===== src/rtl/rv_decode_exec.sv =====
// rv_decode_exec: RV32I control decode, immediate generation, ALU and branch compare.
// Optional BRANCH_EXT_EN adds blt/bge/bltu/bgeu branch compares.
module rv_decode_exec #(
  parameter int XLEN = 32
) (
  input  logic            clock,
  input  logic            clear,
  input  logic            enable,
  input  logic [31:0]     instr,
  input  logic [XLEN-1:0] dataA,
  input  logic [XLEN-1:0] dataB,
  output logic [10:0]     signals,
  output logic [XLEN-1:0] imm,
  output logic [XLEN-1:0] aluResult,
  output logic            branchFromAlu,
  output logic            branchTaken,
  output logic [XLEN-1:0] result_q,
  output logic            taken_q
);

  typedef struct packed {
    logic [2:0] aluop;
    logic       branch;
    logic       memwrite;
    logic       memread;
    logic       regwrite;
    logic       memtoreg;
    logic       alusrc;
    logic [1:0] immsel;
  } ctrl_t;

  localparam logic [2:0] OP_MEM = 3'b000;
  localparam logic [2:0] OP_BR  = 3'b001;
  localparam logic [2:0] OP_R   = 3'b010;
  localparam logic [2:0] OP_I   = 3'b011;
  localparam logic [2:0] OP_LUI = 3'b100;

  ctrl_t           ctrl;
  logic [6:0]      opc;
  logic [2:0]      f3;
  logic [3:0]      func;
  logic [XLEN-1:0] opb;
  logic [4:0]      shamt;
  logic [XLEN-1:0] alu_rt;

  assign opc = instr[6:0];
  assign f3  = instr[14:12];

  always_comb begin
    ctrl = '0;
    unique case (1'b1)
      opc == 7'b0110011: ctrl = ctrl_t'(11'h210);
      opc == 7'b0010011: ctrl = ctrl_t'(11'h314);
      opc == 7'b0000011: ctrl = ctrl_t'(11'h03C);
      opc == 7'b0100011: ctrl = ctrl_t'(11'h045);
      opc == 7'b1100011: ctrl = ctrl_t'(11'h182);
      opc == 7'b0110111: ctrl = ctrl_t'(11'h417);
      default:           ctrl = '0;
    endcase
  end

  assign signals = ctrl;

  always_comb begin
    imm = '0;
    unique case (ctrl.immsel)
      2'b00: imm = {{20{instr[31]}}, instr[31:20]};
      2'b01: imm = {{20{instr[31]}}, instr[31:25],
                    instr[11:7]};
      2'b10: imm = {{19{instr[31]}}, instr[31], instr[7],
                    instr[30:25], instr[11:8], 1'b0};
      2'b11: imm = {instr[31:12], 12'b0};
      default: imm = '0;
    endcase
  end

  assign opb   = ctrl.alusrc ? imm : dataB;
  assign shamt = opb[4:0];

  // Immediate ALU ops only honour instr[30] for srli/srai
  always_comb begin
    func = {instr[30], f3};
    if (ctrl.aluop == OP_I && f3 != 3'b101)
      func = {1'b0, f3};
  end

  always_comb begin
    alu_rt = '0;
    casez (func)
      4'b0000: alu_rt = dataA + opb;
      4'b1000: alu_rt = dataA - opb;
      4'b?001: alu_rt = dataA << shamt;
      4'b?010: alu_rt = {31'b0,
                         $signed(dataA) < $signed(opb)};
      4'b?011: alu_rt = {31'b0, dataA < opb};
      4'b?100: alu_rt = dataA ^ opb;
      4'b0101: alu_rt = dataA >> shamt;
      4'b1101: alu_rt = $signed(dataA) >>> shamt;
      4'b?110: alu_rt = dataA | opb;
      4'b?111: alu_rt = dataA & opb;
      default: alu_rt = '0;
    endcase
  end

  always_comb begin
    aluResult = '0;
    unique case (ctrl.aluop)
      OP_MEM:  aluResult = dataA + opb;
      OP_BR:   aluResult = dataA - opb;
      OP_R:    aluResult = alu_rt;
      OP_I:    aluResult = alu_rt;
      OP_LUI:  aluResult = opb;
      default: aluResult = '0;
    endcase
  end

  always_comb begin
    branchFromAlu = 1'b0;
    if (ctrl.aluop == OP_BR) begin
      case (f3)
        3'b000: branchFromAlu = (dataA == opb);
        3'b001: branchFromAlu = (dataA != opb);
`ifdef BRANCH_EXT_EN
        3'b100: branchFromAlu =
          $signed(dataA) < $signed(opb);
        3'b101: branchFromAlu =
          $signed(dataA) >= $signed(opb);
        3'b110: branchFromAlu = dataA < opb;
        3'b111: branchFromAlu = dataA >= opb;
`endif
        default: branchFromAlu = 1'b0;
      endcase
    end
  end

  assign branchTaken = ctrl.branch & branchFromAlu;

  always_ff @(posedge clock or negedge clear) begin
    if (!clear) begin
      result_q <= '0;
      taken_q  <= 1'b0;
    end else if (enable) begin
      result_q <= aluResult;
      taken_q  <= branchTaken;
    end
  end

endmodule


===== config.mk =====
export PLATFORM = sky130hd
export DESIGN_NAME = rv_decode_exec
export DESIGN_NICKNAME = d
export VERILOG_FILES = /design/src/rtl/rv_decode_exec.sv
export SDC_FILE = /design/constraint.sdc
export NUM_CORES = 1
export LEC_CHECK = 0
export ABC_AREA = 1
export BUFFER_PORTS_ARGS = -buffer_cell sky130_fd_sc_hd__buf_2
export CORE_ASPECT_RATIO = 2
export CORE_MARGIN = 8
export CORE_UTILIZATION = 47
export DETAILED_ROUTE_END_ITERATION = 10
export MAX_ROUTING_LAYER = met4
export PLACE_DENSITY = 0.72
export SLEW_MARGIN = 40
export SYNTH_ARGS = -nofsm -noshare
export SYNTH_HDL_FRONTEND = slang
export SYNTH_SLANG_ARGS = --single-unit

===== constraint.sdc =====
create_clock -name clock -period 17.25 [get_ports clock]
set_input_delay 3.45 -clock clock [delete_from_list [all_inputs] [get_ports clock]]
set_output_delay 3.45 -clock clock [all_outputs]
set_load 0.1 [all_outputs]

# ---- Yosys cells after proc, flatten, opt, wreduce, memory -nomap -nowiden
# Index checks and enable logic that the tools add are counted.
dict set report op_classes {
  shifts 3
  addsub 2
  bitwise_logic 4
  eq_ne 26
  n_lt_le_gt_ge 2
  reduce_logical 6
  n_mux 8
}
# operator count
set ops {}
lappend ops {{32-bit one-hot mux with 10 select lines} 1}
lappend ops {{32-bit one-hot mux with 4 select lines} 2}
lappend ops {{11-bit one-hot mux with 6 select lines} 1}
lappend ops {{32-bit < comparator} 2}
lappend ops {{32-bit adder} 1}
lappend ops {{32-bit bitwise AND} 1}
lappend ops {{32-bit equality test} 1}
lappend ops {{32-bit 2-to-1 mux} 1}
lappend ops {{32-bit inequality test} 1}
lappend ops {{32-bit OR} 1}
lappend ops {{32-bit by 5-bit << shifter with 32-bit output} 1}
lappend ops {{32-bit by 5-bit right shift with 32-bit output} 1}
lappend ops {{32-bit by 5-bit >>> shifter with 32-bit output} 1}
lappend ops {{32-bit subtractor} 1}
lappend ops {{32-bit bitwise XOR} 1}
lappend ops {{7-bit by 6-bit equality test with 1-bit output (second input constant)} 3}
lappend ops {{3-bit by 2-bit equality test with 1-bit output (second input constant)} 4}
lappend ops {{3-bit equality test (second input constant)} 4}
lappend ops {{3-bit by 1-bit equality test with 1-bit output (second input constant)} 3}
lappend ops {{4-bit equality test (second input constant)} 2}
lappend ops {{7-bit by 2-bit equality test with 1-bit output (second input constant)} 1}
lappend ops {{7-bit by 5-bit equality test with 1-bit output (second input constant)} 1}
lappend ops {{7-bit equality test (second input constant)} 1}
lappend ops {{3-bit zero test} 2}
lappend ops {{12 further kinds} 13}
dict set report word_totals {
  inputBits 99
  out_inout_bits 110
  word_cells 53
  regBits 33
}

# ---- Logic depth before layout (Yosys ltp)
dict set report logic_depth {
  depth_word 9
  ltp_mapped 34
}

# ---- Least setup slack after synthesis
# No wires, ideal clock.
dict set report synth_path {
  path_type {in2out}
  start {in instr[1]}
  end {out branchFromAlu}
  n_path_buf 4
  slack_ns 2.882
  arrival_ns 10.918
  cell_stages 24
  path_cell_list {nand2_1 inv_1 nand2_1 nor2_1 nor2_1 nand2_4 buf_12 clkbuf_1 clkbuf_1 nand2_1 o21ai_0 inv_1 ha_1 clkbuf_1 nor2_1 inv_1 nor2_1 inv_1 nor2_1 inv_1 nor2_1 nor4b_1 nor2_1 a211oi_1}
}
dict set report synth_between {
  elab_cells_between_ends 18
  classes_between {12 x eq/ne; 5 x mux; 1 x reduce/logical}
}
# item line_no
set synth_lines {}
lappend synth_lines {{start, declared} 9} ;# input logic [31:0] instr,
lappend synth_lines {{7-bit by 6-bit equality test with 1-bit output, or another cell as far along} 57} ;# opc == 7'b0110111: ctrl = ctrl_t'(11'h417);
lappend synth_lines {{11-bit one-hot mux with 6 select lines *} 51} ;# unique case (1'b1)
lappend synth_lines {{named net signals[2]} 12} ;# output logic [10:0] signals,
lappend synth_lines {{32-bit 2-to-1 mux *} 77} ;# assign opb = ctrl.alusrc ? imm : dataB;
lappend synth_lines {{32-bit inequality test or 32-bit equality test (tied branches)} {122, 121}}
lappend synth_lines {{1-bit one-hot mux with 2 select lines *} 120} ;# case (f3)
lappend synth_lines {{1-bit 2-to-1 mux *} 119} ;# if (ctrl.aluop == OP_BR) begin
lappend synth_lines {{end, declared} 15} ;# output logic branchFromAlu,
# Mark *: on every way through the listed nets, which the timed path passes. The rest lies on a longest branch. The select of a mux whose other input is x is not followed.

# ---- Worst setup path after layout
dict set report layout_path {
  start {in instr[3]}
  end {out aluResult[17]}
}
dict set report layout_between {
  elab_chain_cells 8
  elab_cells_between_ends 35
  classes_between {2 x add/sub; 16 x eq/ne; 3 x shift; 6 x mux; 3 x bitwise; 5 x reduce/logical}
}
# item line_no
set layout_rtl {}
lappend layout_rtl {{7-bit by 6-bit equality test with 1-bit output, or another cell as far along} 57}
lappend layout_rtl {{11-bit one-hot mux with 6 select lines *} 51}
lappend layout_rtl {{2-bit equality test, or another cell as far along} 66} ;# unique case (ctrl.immsel)
lappend layout_rtl {{32-bit one-hot mux with 4 select lines or 1-bit logical AND (tied branches)} {66, 83}}
lappend layout_rtl {{32-bit 2-to-1 mux or 4-bit 2-to-1 mux (tied branches)} {77, 83}}
lappend layout_rtl {{32-bit subtractor, or another cell as far along} {91, 109}}
lappend layout_rtl {{32-bit one-hot mux with 10 select lines} 89} ;# casez (func)
lappend layout_rtl {{32-bit one-hot mux with 4 select lines *} 107} ;# unique case (ctrl.aluop)
lappend layout_rtl {{end, declared} 14} ;# output logic [XLEN-1:0] aluResult,
# Mark *: on every way between the ends. The rest lies on a longest branch, timed or not. The select of a mux whose other input is x is not followed.

==> impl_metrics.ini <==
[detailed_routing]
dr_wl_met3_um = 8440
drt_iter0_drc = 2734
ant_nets = 0
wl_met1_um = 23800
viasPerCell = 6.59
top_layer = met4
drcViolationCount = 0
first_pass_iters = 7
dr_wl_met2_um = 37100
vias = 18333
routedWlPerCell_um = 28.7
drt_wl_total_um = 79900

[floorplan]
rows = 83
dieArea_sq_um = 31800
die_w_um = 130
chipHeight_um = 244
coreArea_sq_um = 25700
pin_count = 209
start_util_pct = 47.8

[yosys]
ys_warn_count = 0
netlist_area_sq_um = 12300
ys_top_cells_by_count = 720 x nand2_1, 409 x nand3_1, 260 x inv_1
synth-seq-cells = 33
synthMostInstantiatedCell = nand2_1
yosys.area.top_type = nand2_1
syn_inst = 2300
async_flop_share_pct = 100
ys_top_cells_by_area = nand2_1 22%, nand3_1 17%, ha_1 11%
syn_nets = 2509
synth_edf_count = 0
synth_cell_type_count = 58
ys.flop_type = dfrtp_1
postSynthAreaPerCell_sq_um = 5.33
ys_seq_area_share_pct = 6.73
synth_top_cell_area_share_pct = 22.0

[place]
hpwl_um = 62700
pre_cts_slack_ps = 4630
port-buffer-count = 208
dp_cells = 2764
place.gp.congestion = 1.20

[setup_path]
crit_fanout = 78
r2r_cells = 2
required_ps = 13800
arrival_ps = 9390
path_class = in2out
end_kind = primary output
cp-start-kind = primary input

[power]
total_leakage_power_nw = 7.55
power_density_nw_per_um2 = 78.6
finalPower_mw = 1.07
irDropWorstVdd_mv = 0.132

[timing]
fin_crit_ps = 12840
hold_violations = 0
fin_worst_skew_ps = 0
fmax_ghz = 0.0779
finalCritPeriodShare_pct = 74.4
fin_ws_ps = 4410
setup_violations = 0
maxSlewHeadroom_pct = 33.0
tightest_slew_ps = 1000
final.setup.tns_ps = 0
grt_setup_unrepaired = no
drv_slew = 0

[clock_network]
post_cts_buffers = 0
cts_max_level = 2
cts_num_sinks = 33
cts_resized = 0
cts_root_buf = clkbuf_16
cts_tree = yes
clk_pin_slew_ps = 50
cts_hold_buf = 0
cts_buffer_depth = 2
numCtsBuffers = 5
clock_latency_ps = 280

[layout]
nNetsFinal = 2641
utilization_pct = 53.0
fillers = 2882
final_cells = 2784
synthToLayoutAreaGrowth_pct = 10.9
drive_gt1_share_pct = 12.6

[global_route]
grt_first_pass_wirelength_um = 117000
grt_max_degree = 79
grt_pass1_vias = 17394
grt_use_total_pct = 51.7
grt-ovfl-total = 0
grt_antenna_before_repair = 10

[job]
drv_cap = 0

[worst_hold_path]
whs_path_depth = 2
holdCritPathClass = reg2reg

[outcome]
status = complete, no violations
==> area by class of cell <==
type	count	area [sq um]	share of cell area, %
multi-input cells	1887	9930	73.0
repair buffers	233	1230	9.02
inverters	272	1020	7.51
flip-flops and latches	33	826	6.07
well taps	340	425	3.13
clock buffers	5	125	0.920
diodes	11	27.5	0.202
clock inverters	3	17.5	0.129
==> worst paths after layout <==
path                         startpoint            end  slack (ps)
max in group asynchronous         clear   result_q[26]       13530
setup reg to reg            result_q[7]    result_q[7]       16580
setup / recovery               instr[3]  aluResult[17]        4410
min in group asynchronous         clear   result_q[22]        3230
hold / removal             result_q[23]   result_q[23]         480
hold reg to reg            result_q[23]   result_q[23]         480
==> layout by cell type, fill, tap and decap left out, types with 6 or more instances in the layout <==
master,n
nand4_1,28
diode_2,11
nor3_1,11
dfrtp_1,33
inv_2,10
a211oi_1,12
nand2_2,16
nor2_2,9
nand2_1,720
o21bai_1,8
a21oi_1,94
a221oi_1,18
buf_2,208
nand3b_1,6
o21ai_0,126
inv_1,259
nand3_2,6
o22ai_1,16
nand3_1,409
buf_4,24
a2111oi_0,6
o21ai_1,18
xor2_1,42
nor2_1,156
ha_1,108
==> stage by stage <==
| step | instance area [sq um] | hold slack (ps) |
|---|---|---|
| floorplan | 12300 | 981 |
| global placement | 13400 | 457 |
| detailed placement | 13400 | 459 |
| CTS | 13500 | 474 |
| global route | 13600 | 491 |
| finish | 13600 | 475 |
==> routing by layer <==
metal | track usage [%] | up-vias
met5 | - | -
met4 | 51.3 | 0
met3 | 18.6 | 638
met2 | 80.7 | 1552
met1 | 47.0 | 8282
li1 | - | 7861
==> worst max-delay path, stage by stage <==
cell	delay [ps]
buf_2	110
inv_2	60
nand2_1	50
nor2_1	110
nand2_2	240
nand2_4	180
inv_2	60
nand2_4	520
o211ai_1	280
nand2_2	110
buf_4	640
ha_1	430
nand3_1	110
nand3_1	140
a21oi_1	370
o21bai_1	190
a21oi_1	310
o21ai_0	340
a21oi_1	600
xor2_1	180
nand2_1	100
nand2_1	50
inv_1	70
nand2_1	50
nand2_1	100
buf_2	450
==> registers in the layout, summed over array words and instances (netlist names) <==
name and count:
taken_q 1, result_q 32
==> power by group <==
| part | total, mW | internal [mW] | switching, mW |
|---|---|---|---|
| logic | 0.879 | 0.166 | 0.714 |
| registers | 0.103 | 0.0938 | 0.00875 |
| clock network | 0.0867 | 0.0529 | 0.0339 |
| total | 1.07 | 0.312 | 0.756 |
==> kinds of logic after synthesis <==
| logic type | synth area share, % |
|---|---|
| adder cells (fa/ha/maj) | 11.3 |
| buffers and inverters | 12.8 |
| multiplexers | 0.0816 |
| AO/OA/AOI/OAI | 16.9 |
| XOR/XNOR | 3.14 |
| flip-flops | 6.73 |
| AND/OR/NAND/NOR | 49.0 |
No activity file was read; power rests on OpenSTA's default activity.
